==> src/rtl/clock_enable_gen_if.sv <==
// Control/status bundle between a clock-enable generator and its controller.
// The master drives mode and run controls; the slave returns the CE stream and debug status.
interface clock_enable_gen_if #(
  parameter int unsigned DIV_W   = 16,
  parameter int unsigned BURST_W = 16,
  parameter int unsigned CNT_W   = 32
);
  logic [1:0]         Mode;
  logic [DIV_W-1:0]   Divisor;
  logic               Go;
  logic [BURST_W-1:0] BurstLen;
  logic               Brk;
  logic               CE;
  logic               Busy;
  logic               Done;
  logic               BrkHit;
  logic [BURST_W-1:0] Remaining;
  logic [CNT_W-1:0]   CycleCount;

  modport master (
    output Mode, Divisor, Go, BurstLen, Brk,
    input  CE, Busy, Done, BrkHit, Remaining, CycleCount
  );

  modport slave (
    input  Mode, Divisor, Go, BurstLen, Brk,
    output CE, Busy, Done, BrkHit, Remaining, CycleCount
  );
endinterface

==> src/rtl/clock_enable_gen.sv <==
// Programmable clock-enable pulse generator: halt, free-run, N-pulse burst and single-step,
// with breakpoint stop and a wrapping CE pulse counter.
module clock_enable_gen #(
  parameter int unsigned DIV_W   = 16,
  parameter int unsigned BURST_W = 16,
  parameter int unsigned CNT_W   = 32
) (
  input  logic              CLK,
  input  logic              RST,
  clock_enable_gen_if.slave bus
);

  localparam logic [1:0] ST_IDLE  = 2'd0;
  localparam logic [1:0] ST_RUN   = 2'd1;
  localparam logic [1:0] ST_BURST = 2'd2;

  localparam logic [1:0] MODE_HALT  = 2'b00;
  localparam logic [1:0] MODE_RUN   = 2'b01;
  localparam logic [1:0] MODE_BURST = 2'b10;
  localparam logic [1:0] MODE_STEP  = 2'b11;

  logic [1:0]         state_q,     state_d;
  logic [DIV_W-1:0]   div_cnt_q,   div_cnt_d;
  logic               ce_q,        ce_d;
  logic               busy_q,      busy_d;
  logic               done_q,      done_d;
  logic               brk_hit_q,   brk_hit_d;
  logic [BURST_W-1:0] remaining_q, remaining_d;
  logic [CNT_W-1:0]   cycle_q,     cycle_d;

  // Next-state and registered-output computation
  always_comb begin
    state_d     = state_q;
    div_cnt_d   = div_cnt_q;
    ce_d        = 1'b0;
    done_d      = 1'b0;
    brk_hit_d   = brk_hit_q;
    remaining_d = remaining_q;
    cycle_d     = cycle_q;

    if (state_q == ST_RUN || state_q == ST_BURST) begin
      if (bus.Mode == MODE_HALT) begin
        state_d = ST_IDLE;
      end else if (bus.Brk) begin
        // Breakpoint wins over a pending fire: the CE for this edge is swallowed
        state_d   = ST_IDLE;
        brk_hit_d = 1'b1;
      end else if (state_q == ST_RUN && bus.Mode != MODE_RUN) begin
        state_d = ST_IDLE;
      end else if (div_cnt_q >= bus.Divisor) begin
        div_cnt_d = '0;
        ce_d      = 1'b1;
        cycle_d   = cycle_q + CNT_W'(1);
        if (state_q == ST_BURST && remaining_q != '0) begin
          remaining_d = remaining_q - BURST_W'(1);
          if (remaining_q == BURST_W'(1)) begin
            state_d = ST_IDLE;
            done_d  = 1'b1;
          end
        end
      end else begin
        div_cnt_d = div_cnt_q + DIV_W'(1);
      end
    end else if (!bus.Brk) begin
      if (bus.Mode == MODE_RUN) begin
        state_d   = ST_RUN;
        div_cnt_d = '0;
      end else if (bus.Go && bus.Mode == MODE_BURST && bus.BurstLen != '0) begin
        state_d     = ST_BURST;
        div_cnt_d   = '0;
        remaining_d = bus.BurstLen;
        brk_hit_d   = 1'b0;
      end else if (bus.Go && bus.Mode == MODE_STEP) begin
        state_d     = ST_BURST;
        div_cnt_d   = '0;
        remaining_d = BURST_W'(1);
        brk_hit_d   = 1'b0;
      end
    end

    busy_d = (state_d != ST_IDLE);
  end

  always_ff @(posedge CLK) begin
    if (RST) begin
      state_q     <= ST_IDLE;
      div_cnt_q   <= '0;
      ce_q        <= 1'b0;
      busy_q      <= 1'b0;
      done_q      <= 1'b0;
      brk_hit_q   <= 1'b0;
      remaining_q <= '0;
      cycle_q     <= '0;
    end else begin
      state_q     <= state_d;
      div_cnt_q   <= div_cnt_d;
      ce_q        <= ce_d;
      busy_q      <= busy_d;
      done_q      <= done_d;
      brk_hit_q   <= brk_hit_d;
      remaining_q <= remaining_d;
      cycle_q     <= cycle_d;
    end
  end

  assign bus.CE         = ce_q;
  assign bus.Busy       = busy_q;
  assign bus.Done       = done_q;
  assign bus.BrkHit     = brk_hit_q;
  assign bus.Remaining  = remaining_q;
  assign bus.CycleCount = cycle_q;

endmodule
==> src/flat_wrapper.sv <==
// flat-port wrapper written by rule: the top's interface ports become plain ports
module clock_enable_gen_flat 
#(
  parameter int unsigned DIV_W   = 16,
  parameter int unsigned BURST_W = 16,
  parameter int unsigned CNT_W   = 32
)
  (CLK, RST, bus_Mode, bus_Divisor, bus_Go, bus_BurstLen, bus_Brk, bus_CE, bus_Busy, bus_Done, bus_BrkHit, bus_Remaining, bus_CycleCount);
  clock_enable_gen_if #(.DIV_W(DIV_W), .BURST_W(BURST_W), .CNT_W(CNT_W)) bus_i ();
  input  logic CLK;
  input  logic RST;
  input wire logic [$bits(bus_i.Mode)-1:0] bus_Mode;
  input wire logic [$bits(bus_i.Divisor)-1:0] bus_Divisor;
  input wire logic [$bits(bus_i.Go)-1:0] bus_Go;
  input wire logic [$bits(bus_i.BurstLen)-1:0] bus_BurstLen;
  input wire logic [$bits(bus_i.Brk)-1:0] bus_Brk;
  output wire logic [$bits(bus_i.CE)-1:0] bus_CE;
  output wire logic [$bits(bus_i.Busy)-1:0] bus_Busy;
  output wire logic [$bits(bus_i.Done)-1:0] bus_Done;
  output wire logic [$bits(bus_i.BrkHit)-1:0] bus_BrkHit;
  output wire logic [$bits(bus_i.Remaining)-1:0] bus_Remaining;
  output wire logic [$bits(bus_i.CycleCount)-1:0] bus_CycleCount;
  assign bus_i.Mode = bus_Mode;
  assign bus_i.Divisor = bus_Divisor;
  assign bus_i.Go = bus_Go;
  assign bus_i.BurstLen = bus_BurstLen;
  assign bus_i.Brk = bus_Brk;
  assign bus_CE = bus_i.CE;
  assign bus_Busy = bus_i.Busy;
  assign bus_Done = bus_i.Done;
  assign bus_BrkHit = bus_i.BrkHit;
  assign bus_Remaining = bus_i.Remaining;
  assign bus_CycleCount = bus_i.CycleCount;
  clock_enable_gen #(.DIV_W(DIV_W), .BURST_W(BURST_W), .CNT_W(CNT_W)) u_core (.CLK(CLK), .RST(RST), .bus(bus_i));
endmodule
==> config.mk <==
export PLATFORM = sky130hd
export DESIGN_NAME = clock_enable_gen_flat
export DESIGN_NICKNAME = d
export VERILOG_FILES = /design/src/rtl/clock_enable_gen_if.sv /design/src/rtl/clock_enable_gen.sv /design/src/flat_wrapper.sv
export SDC_FILE = /design/constraint.sdc
export NUM_CORES = 1
export LEC_CHECK = 0
export ABC_AREA = 1
export BUFFER_PORTS_ARGS = -buffer_cell sky130_fd_sc_hd__buf_2
export CAP_MARGIN = 20
export CORE_AREA = 2 2 133 135
export DETAILED_ROUTE_END_ITERATION = 7
export DIE_AREA = 0 0 135 137
export GPL_ROUTABILITY_DRIVEN = 0
export PLACE_DENSITY = 0.44
export SYNTH_ARGS = -nofsm -noshare
export SYNTH_HDL_FRONTEND = slang
export SYNTH_SLANG_ARGS = --single-unit
==> constraint.sdc <==
create_clock -name CLK -period 5.93 [get_ports CLK]
set_clock_uncertainty 0.05 [all_clocks]
set_input_delay 0.2965 -clock CLK [delete_from_list [all_inputs] [get_ports CLK]]
set_output_delay 0.2965 -clock CLK [all_outputs]
set_load 0.01 [all_outputs]
==> impl_metrics.prom <==
# TYPE chip_impl_metric gauge
chip_impl_info{name="run_status",value="completed"} 1
chip_impl_metric{name="number_of_flops_mapped_to_enable_cells_by_yosys",unit=""} 0
chip_impl_metric{name="synth_sequential_area_ratio",unit="%"} 28.02
chip_impl_metric{name="maxCapViolations",unit=""} 0
chip_impl_metric{name="grt_overflow_total",unit=""} 0
chip_impl_metric{name="syn-num-nets",unit=""} 876
chip_impl_metric{name="synth_cells",unit=""} 815
chip_impl_metric{name="cts_num_sinks",unit=""} 70
chip_impl_metric{name="cts_resized",unit=""} 0
chip_impl_metric{name="detailedRoute.firstIterationViolations",unit=""} 269
chip_impl_metric{name="worst-endpoint-required",unit="ns"} 6.17
chip_impl_info{name="critical-path-slowest-cell",value="ha_1"} 1
chip_impl_metric{name="post-cts-setup-buffer-count",unit=""} 0
chip_impl_info{name="critical_path.reg2reg.endpoint",value="u_core.bus.Remaining[8]$_SDFFE_PP0P_"} 1
chip_impl_metric{name="antenna_found_initial",unit=""} 0
chip_impl_metric{name="fin_ws",unit="ns"} 3.248
chip_impl_metric{name="worst-path-buf-inv",unit=""} 4
chip_impl_metric{name="r2r.worst_path.cells",unit=""} 12
chip_impl_metric{name="post_route_cells_drive_above_1_share",unit="%"} 16.52
chip_impl_info{name="rsz_0062_raised_after_global_routing",value="no"} 1
chip_impl_metric{name="post_drt_via_cell_ratio",unit=""} 4.471
chip_impl_info{name="worst_hold_path_type",value="primary input to register"} 1
chip_impl_metric{name="syn-mean-instance-area",unit="um^2"} 6.136
chip_impl_metric{name="drv_slew",unit=""} 0
chip_impl_metric{name="worst_slew_margin_rel",unit="%"} 48.43
chip_impl_info{name="worst_setup_path_end_kind",value="register"} 1
chip_impl_metric{name="wire_length_reported_by_the_detailed_router",unit="um"} 14380
chip_impl_metric{name="std_cell_rows",unit=""} 48
chip_impl_metric{name="period_needed",unit="ns"} 2.682
chip_impl_metric{name="dp.final_hpwl",unit="um"} 10980
chip_impl_info{name="crit_chain",value="inv_1 > ha_1 > inv_1 > nor3_4 > nand2_1 > inv_1 > nand2_1 > nand2_1 > inv_1 > nand3_1 > nand2_1 > nor2_1"} 1
chip_impl_metric{name="postCtsHoldBufs",unit=""} 0
chip_impl_metric{name="die_area",unit="mm^2"} 0.01850
chip_impl_metric{name="cts-buffers-inserted",unit=""} 9
chip_impl_metric{name="asyncSetResetFlopFracSynth",unit="%"} 0
chip_impl_metric{name="worst-r2r-setup-slack",unit="ns"} 3.25
chip_impl_metric{name="timing.critical_path.slowest_cell_delay",unit="ns"} 0.56
chip_impl_info{name="tritoncts",value="done"} 1
chip_impl_info{name="rr_startpoint",value="u_core.state_q[0]$_SDFF_PP0_"} 1
chip_impl_metric{name="ys_types",unit=""} 35
chip_impl_metric{name="post_route_setup_tns",unit="ns"} 0
chip_impl_metric{name="antenna_violating_nets_post_route",unit=""} 0
chip_impl_metric{name="floorplan.die.height",unit="um"} 137
chip_impl_metric{name="grt_total_usage",unit="%"} 16.28
chip_impl_metric{name="core-area",unit="mm^2"} 0.01706
chip_impl_metric{name="buffer_ports.inserted",unit=""} 89
chip_impl_info{name="critPathKind",value="register to register"} 1
chip_impl_metric{name="worstPathArrival",unit="ns"} 2.92
chip_impl_metric{name="antenna_cells",unit=""} 0
chip_impl_metric{name="cts.htree.levels",unit=""} 3
chip_impl_metric{name="number_of_global_route_vias_before_repair",unit=""} 4701
chip_impl_metric{name="synth-seq-cells",unit=""} 70
chip_impl_metric{name="path_max_fanout",unit=""} 16
chip_impl_metric{name="io-pin-count",unit=""} 90
chip_impl_metric{name="die_w",unit="um"} 135
chip_impl_metric{name="via_count",unit=""} 5039
chip_impl_metric{name="drt_pass1_iterations",unit=""} 4
chip_impl_info{name="yosys_most_used_dff",value="dfxtp_1"} 1
chip_impl_metric{name="first_pass_grt_wire_length",unit="um"} 23750
chip_impl_metric{name="power.density_cell_area",unit="mW/mm^2"} 237.2
chip_impl_metric{name="syn_area",unit="mm^2"} 0.005001
chip_impl_metric{name="ir_drop",unit="mV"} 0.1209
chip_impl_metric{name="tightest_slew",unit="ns"} 0.7727
chip_impl_info{name="end_of_the_critical_path",value="u_core.bus.Remaining[8]$_SDFFE_PP0P_"} 1
chip_impl_metric{name="finalNetCount",unit=""} 958
chip_impl_metric{name="worst_skew_pair.late_latency",unit="ns"} 0.35
chip_impl_metric{name="clkTransAtPathRegs",unit="ns"} 0.06
chip_impl_info{name="leading_cell_types_in_the_layout_fill_and_taps_excluded",value="nand2_1 (259), nor2_1 (129), inv_1 (92)"} 1
chip_impl_metric{name="max-clock-path-buffers",unit=""} 2
chip_impl_metric{name="report.final.hold_viol_count",unit=""} 0
chip_impl_info{name="final_common_cell",value="nand2_1"} 1
chip_impl_info{name="hp-start",value="bus_Brk"} 1
chip_impl_metric{name="route.detailed.drc",unit=""} 0
chip_impl_metric{name="final_critical_path_share_of_the_clock_period",unit="%"} 45.23
chip_impl_metric{name="grt_start_max_net_pins",unit=""} 36
chip_impl_metric{name="syn2layout_area_growth",unit="%"} 19.36
chip_impl_metric{name="final-setup-viol-count",unit=""} 0
chip_impl_metric{name="cp_num_cells",unit=""} 12
chip_impl_info{name="worst_setup_path_start",value="u_core.state_q[0]$_SDFF_PP0_"} 1
chip_impl_info{name="worst_setup_path_start_kind",value="register"} 1
chip_impl_metric{name="avgRoutedWirePerCell",unit="um"} 12.76
chip_impl_metric{name="effective_utilization_at_floorplan",unit="%"} 29.32
chip_impl_metric{name="achievable-frequency",unit="MHz"} 372.8
chip_impl_metric{name="dp_slack",unit="ns"} 3.251
chip_impl_info{name="clk_root_buf",value="clkbuf_16"} 1
chip_impl_info{name="cpLargestDelayFamily",value="simple AND/OR/NAND/NOR gates"} 1
chip_impl_metric{name="fin_worst_hold_slack",unit="ns"} 0.2235
chip_impl_metric{name="static-leakage-power",unit="nW"} 2.779
chip_impl_metric{name="synth-warning-count",unit=""} 0
-- final cells by class --
cell class | count | area, um^2
Fill cell | 1974 | 11090
Multi-Input combinational cell | 630 | 3114
Sequential cell | 70 | 1401
Timing Repair Buffer | 90 | 452.9
Inverter | 96 | 365.4
Tap cell | 225 | 281.5
Clock buffer | 10 | 239.0
Clock inverter | 6 | 115.1
-- flip-flops by register name, indices dropped and copies added, names as in the netlist --
signal,cells
u_core.bus.CycleCount,32
u_core.bus.Remaining,16
u_core.div_cnt_q,16
u_core.state_q,2
u_core.bus.BrkHit,1
u_core.bus.Busy,1
u_core.bus.CE,1
u_core.bus.Done,1
-- layer usage --
metal / global-route usage, % / vias to the layer above / wire length, um
met1: 22.14 / 2214 / 7272
met5: 0 / - / 0
met2: 26.09 / 94 / 6330
met4: 5.035 / 0 / 187
li1: - / 2720 / -
met3: 3.111 / 11 / 588
-- report_power, final --
group / internal, mW / switching [mW]
Combinational: 0.0886 / 0.170
Sequential: 0.484 / 0.0203
Clock: 0.425 / 0.227
-- tightest hold or removal path, delay by kind of cell --
kind	cells	cell delay [ns]
AO/OA/AOI/OAI	2	0.15
buffers and inverters	1	0.13
-- cells in the mapped netlist, types with 3 or more instances --
library cell / count / share of area (%)
o21bai_1: 4 / 0.60
nand2_4: 6 / 1.4
nor2_2: 22 / 2.8
o21ai_0: 16 / 1.6
nor2_1: 129 / 9.7
nor3_1: 10 / 1.0
xor2_1: 21 / 3.7
nand3_1: 52 / 5.2
nand2_2: 3 / 0.38
inv_1: 92 / 6.9
ha_1: 23 / 5.8
buf_4: 5 / 0.75
nand3_2: 3 / 0.60
clkbuf_1: 5 / 0.38
a21oi_1: 48 / 4.8
buf_2: 5 / 0.50
nand4_1: 10 / 1.3
xnor2_1: 12 / 2.1
dfxtp_1: 70 / 28
nand2_1: 259 / 19
-- cells by family (layout without fill, tap and decap cells) --
kind of cell	after synthesis	count (layout)	synth area share, %
simple gates	501	501	42.78
flops	70	70	28.02
xor+xnor	33	33	5.779
fa+ha+maj	23	23	5.754
compound gates	73	73	7.956
buf+inv	115	202	9.707
-- through the flow --
stage | power [mW] | utilization [%] | cells | area (um^2)
3_5_place_dp | 0.7764 | 32.92 | 1111 | 5615
5_1_grt | 1.502 | 35.00 | 1127 | 5969
4_1_cts | 1.441 | 35.00 | 1127 | 5969
6_report | 1.416 | 35.00 | 1127 | 5969
3_3_place_gp | 0.7771 | 32.92 | 1111 | 5615
2_1_floorplan | 0.7038 | - | 815 | 5001
-- how the worst min path moves through the flow --
stage | end | slack (ns) | depth (start not counted)
2_1_floorplan | u_core.bus.BrkHit$_SDFFE_PP0P_ | 0.42 | 2
3_3_place_gp | u_core.bus.CycleCount[31]$_SDFFE_PP0P_ | 0.44 | 2
3_5_place_dp | u_core.bus.CycleCount[31]$_SDFFE_PP0P_ | 0.44 | 2
4_1_cts | u_core.bus.BrkHit$_SDFFE_PP0P_ | 0.21 | 3
5_1_grt | u_core.bus.BrkHit$_SDFFE_PP0P_ | 0.24 | 3
6_report | u_core.bus.BrkHit$_SDFFE_PP0P_ | 0.22 | 3
(Power assumes the default switching activity.)
